### config.mk
export PLATFORM = sky130hd
export DESIGN_NAME = com_line_sel_ctrl
export DESIGN_NICKNAME = d
export VERILOG_FILES = /design/src/rtl/com_line_sel_ctrl.sv
export SDC_FILE = /design/constraint.sdc
export NUM_CORES = 1
export LEC_CHECK = 0
export ABC_CLOCK_PERIOD_IN_PS = 1650
export CORE_AREA = 2 2 39 41
export CTS_BUF_LIST = sky130_fd_sc_hd__clkbuf_4 sky130_fd_sc_hd__clkbuf_8 sky130_fd_sc_hd__clkbuf_16
export DETAILED_ROUTE_END_ITERATION = 8
export DIE_AREA = 0 0 41 43
export PLACE_DENSITY = 0.59
export SKIP_LAST_GASP = 1
export SYNTH_ARGS = -nofsm -noshare
export SYNTH_HDL_FRONTEND = slang
export SYNTH_SLANG_ARGS = --single-unit
### constraint.sdc
create_clock -name clk -period 1.65 [get_ports clk]
set_input_delay 0.33 -clock clk [delete_from_list [all_inputs] [get_ports clk]]
set_output_delay 0.33 -clock clk [all_outputs]
set_load 0.01 [all_outputs]
### src/rtl/com_line_sel_ctrl.sv
// Command-line source selector for the HSI master: steers cd_q onto one of
// N_LINES redundant command lines and picks the matching reply line.
module com_line_sel_ctrl #(
  parameter int   N_LINES   = 2,
  parameter int   SEL_W     = 1,
  parameter int   ERR_LIMIT = 1,
  parameter logic IDLE_LVL  = 1'b1
) (
  input  logic               clk,
  input  logic               n_rst,
  input  logic               sync_clr,
  input  logic [1:0]         mode,
  input  logic [SEL_W-1:0]   base_sel,
  input  logic               switch_req,
  input  logic               frame_to_reply_end,
  input  logic               cd_q,
  input  logic [N_LINES-1:0] dat,
  output logic [N_LINES-1:0] com,
  output logic               dat_q,
  output logic [SEL_W-1:0]   act_sel,
  output logic               switched,
  output logic               all_failed
);

  // One extra bit so base + offset (< 2*N_LINES) never overflows.
  localparam int IDX_W = SEL_W + 1;
  localparam logic [IDX_W-1:0] N_EXT       = IDX_W'(N_LINES);
  localparam logic [SEL_W-1:0] OFFSET_LAST = SEL_W'(N_LINES - 1);
  localparam logic [4:0]       LIMIT_EXT   = 5'(ERR_LIMIT);

  typedef enum logic [1:0] {
    MODE_FIXED    = 2'b00,
    MODE_ONE_SHOT = 2'b01,
    MODE_STICKY   = 2'b10,
    MODE_RSVD     = 2'b11
  } mode_e;

  logic [SEL_W-1:0] offset_reg, offset_next;
  logic [3:0]       err_cnt_reg, err_cnt_next;
  logic             all_failed_reg, all_failed_next;

  logic [IDX_W-1:0] base_ext;
  logic [IDX_W-1:0] base_idx;
  logic [IDX_W-1:0] sum_idx;
  logic [IDX_W-1:0] act_ext;
  logic [4:0]       err_inc;
  logic             threshold_hit;
  logic             failover_en;
  logic             one_shot;
  logic [N_LINES-1:0] sel_hot;

  // Out-of-range base indices fall back to line 0.
  assign base_ext = {1'b0, base_sel};
  assign base_idx = (base_ext < N_EXT) ? base_ext : '0;
  assign sum_idx  = base_idx + {1'b0, offset_reg};
  assign act_ext  = (sum_idx >= N_EXT) ? (sum_idx - N_EXT) : sum_idx;
  assign act_sel  = act_ext[SEL_W-1:0];

  assign switched   = (offset_reg != '0);
  assign all_failed = all_failed_reg;

  assign failover_en   = (mode_e'(mode) == MODE_ONE_SHOT) || (mode_e'(mode) == MODE_STICKY);
  assign one_shot      = (mode_e'(mode) == MODE_ONE_SHOT);
  assign err_inc       = {1'b0, err_cnt_reg} + 5'd1;
  assign threshold_hit = (err_inc >= LIMIT_EXT);

  generate
    for (genvar gi = 0; gi < N_LINES; gi++) begin : g_line
      assign sel_hot[gi] = (act_sel == SEL_W'(gi));
      assign com[gi]     = sel_hot[gi] ? cd_q : IDLE_LVL;
    end
  endgenerate

  assign dat_q = |(dat & sel_hot);

  always_comb begin
    offset_next     = offset_reg;
    err_cnt_next    = err_cnt_reg;
    all_failed_next = all_failed_reg;
    if (sync_clr) begin
      offset_next     = '0;
      err_cnt_next    = '0;
      all_failed_next = 1'b0;
    end else if (failover_en) begin
      // A switch request in the same cycle as a frame end shadows the frame end.
      if (switch_req) begin
        if (!threshold_hit) begin
          err_cnt_next = err_inc[3:0];
        end else begin
          err_cnt_next = '0;
          if (offset_reg == OFFSET_LAST) begin
            offset_next     = '0;
            all_failed_next = 1'b1;
          end else begin
            offset_next = offset_reg + 1'b1;
          end
        end
      end else if (frame_to_reply_end) begin
        err_cnt_next = '0;
        if (one_shot) begin
          offset_next = '0;
        end
      end
    end
  end

  always_ff @(posedge clk or negedge n_rst) begin
    if (!n_rst) begin
      offset_reg     <= '0;
      err_cnt_reg    <= '0;
      all_failed_reg <= 1'b0;
    end else begin
      offset_reg     <= offset_next;
      err_cnt_reg    <= err_cnt_next;
      all_failed_reg <= all_failed_next;
    end
  end

endmodule
==> impl_metrics.tcl, run 1 <==
set metrics [dict create \
    grt_overflow_total 0 \
    rsz0062_at_grt "yes" \
    drv_slew 0 \
    synth_area_leaders "dfrtp_1, ha_1, inv_1" \
    power-per-cell-area_nw_per_um2 644 \
    fin_skew_ns 0.00588 \
    relSlewSlack_pct 81.3 \
    hold_viol 0 \
    ys_seq_area_share_pct 38.8 \
    routabilityCongestion 0.740 \
    finalSetupTns_ns 0 \
    fin_hold_ws_ns 0.322 \
    power.total_mw 0.408 \
    p_leak_nw 0.323 \
    multi_input_area_sq_um 221 \
    synth_cell_types 20 \
    numCtsBuffers 3 \
    final_nets 80 \
    start_kind "primary input" \
    netlist_area_sq_um 387 \
    cts_hold_buffers 0 \
    clock_latency_ns 0.25 \
    layout_common_cells "clkdlybuf4s50_1, inv_1, dfrtp_1" \
    drtIter0Drc 1 \
    setup_violations 0 \
    htreeDepth 1 \
    netlist.area_leader.share_pct 38.8 \
    largest_reg_flops 4 \
    fp.dieH_um 43 \
    die-area_sq_um 1760 \
    die_width_um 41 \
    syn-num-nets 54 \
    hpwl_um 681 \
    r2r_setup_slack_ns 0.19 \
    netlist_instances 40 \
    cts.sinks 6 \
    mostFrequentLayoutCell "clkdlybuf4s50_1" \
    path_class "in2reg" \
    grt_max_degree 7 \
    cts_root_buf "clkbuf_4" \
    regArea_sq_um 150 \
    rows 14 \
    arrival_ns 1.75 \
    min_period_over_period_pct 95.6 \
    status "complete, no violations" \
    via_count 376 \
    holdCritPathClass "in2async" \
    clk_pin_slew_ns 0.05 \
    via_per_inst 4.70 \
    nFillCells 130 \
    grt_use_total_pct 12.4 \
    grt_pass1_wl_mm 1.44 \
    synth-seq-cells 6 \
    antenna_left 0 \
    wl_per_cell_um 10.5 \
    cp_max_fo 2 \
    areaGrowthSynthToFinish_pct 63.8 \
    cts_buffer_depth 2 \
    start_util_pct 27.9 \
    r2r-start "err_cnt_reg[0]" \
    yosysWarnings 0 \
    cts_tree "done" \
    portBuffers 16 \
    diodes 0 \
    reg2reg_depth 5 \
    routed_wirelength_um 840 \
    max_cap_violations 0 \
    avgSynthCellArea_sq_um 9.67 \
    min_period_ns 1.58 \
    crit_path_end_kind "flip-flop" \
    ir_drop_uv 478 \
    drc 0 \
    first_pass_iters 4 \
    ios 17 \
    layout-drive-gt1-share_pct 20.3 \
    worst_pin_slew_ns 0.280 \
    timing.fmax_ghz 0.634 \
    reg2reg_to "switched" \
    core_region_area_sq_um 1380 \
    grt_pass1_vias 367 \
    crit_required_ns 1.83 \
    antenna_found_initial 0 \
    yosysTopAreaCell "dfrtp_1" \
]
[routing by layer]
layer | vias to the layer above | global-route usage [%] | part of all wire, %
met3 | 4 | 1.57 | 8.0
li1 | 187 | - | -
met2 | 13 | 19.1 | 46
met4 | 0 | 12.0 | 3.7
met1 | 172 | 13.3 | 42
met5 | - | 0 | 0
[critical path, stage by stage]
cell	delay [ns]
clkdlybuf4s50_1	0.45
inv_1	0.04
ha_1	0.27
or4b_1	0.52
o211ai_2	0.14
[cell type report]
class	instances	share of cell area, %
Multi-Input combinational cell	28	35.0
Timing Repair Buffer	21	31.0
Sequential cell	6	23.7
Clock buffer	3	3.56
Inverter	6	3.56
Tap cell	16	3.16
[per-stage QoR]
stage | instances | utilization (%) | worst slack [ns] | instance area [sq um]
2_1_floorplan | 40 | - | 0.269 | 387
3_3_place_gp | 77 | 43.7 | -0.360 | 604
3_5_place_dp | 77 | 43.7 | -0.384 | 604
4_1_cts | 80 | 45.5 | 0.00652 | 629
5_1_grt | 80 | 45.8 | -0.0273 | 633
6_report | 80 | 45.8 | 0.0723 | 633
[timing repair]
action / in CTS / in global routing
pin swaps: 1 / 1
setup endpoints to repair: 4 / 3
resized for setup: 7 / 2
setup buffers: 0 / 0
[worst max-delay path by stage]
stage | from | end | slack [ns]
final | mode[1] | switched | 0.07
after global routing | switched | dat_q | -0.03
after CTS | switched | switched | 0.007
after detailed placement | base_sel | com[1] | -0.38
after global placement | base_sel | dat_q | -0.36
after floorplan | mode[1] | switched | 0.27
[cells by family (layout without fill, tap and decap cells)]
kind of cell / after synthesis / after routing / share of synthesized area [%]
compound gates: 7 / 7 / 17.5
flops: 6 / 6 / 38.8
simple gates: 17 / 17 / 25.9
fa+ha+maj: 3 / 3 / 9.71
xor+xnor: 1 / 1 / 2.27
buf+inv: 6 / 30 / 5.82
[cell usage after synthesis]
| cell type | count |
|---|---|
| and4b_1 | 1 |
| o211ai_1 | 1 |
| nand2b_1 | 2 |
| nor3_1 | 3 |
| o32ai_2 | 1 |
| and2_1 | 2 |
| dfrtp_1 | 6 |
| xnor2_1 | 1 |
| or4b_1 | 1 |
| o21ai_0 | 1 |
| ha_1 | 3 |
| and2b_2 | 1 |
| nor2_1 | 2 |
| o2111a_1 | 1 |
| a21oi_1 | 1 |
| and3b_1 | 1 |
| o211ai_2 | 1 |
| o21ba_2 | 1 |
| nand2_1 | 4 |
| inv_1 | 6 |
[power breakdown]
group	total [mW]	switching, mW	leakage, nW	internal [mW]
clock	0.142	0.0596	0.0138	0.0827
combinational	0.112	0.0448	0.226	0.0675
sequential	0.153	0.00263	0.0831	0.151
(Power assumes the default switching activity.)
==> run 2: changes to the inputs <==
--- a/config.mk
+++ b/config.mk
@@ -10,6 +10,7 @@
 export CTS_BUF_LIST = sky130_fd_sc_hd__clkbuf_4 sky130_fd_sc_hd__clkbuf_8 sky130_fd_sc_hd__clkbuf_16
 export DETAILED_ROUTE_END_ITERATION = 8
 export DIE_AREA = 0 0 41 43
+export HOLD_SLACK_MARGIN = 0.12
 export PLACE_DENSITY = 0.59
 export SKIP_LAST_GASP = 1
 export SYNTH_ARGS = -nofsm -noshare
==> results of run 2 <==
No change in the layout: final DEF, timing and power equal those of run 1.
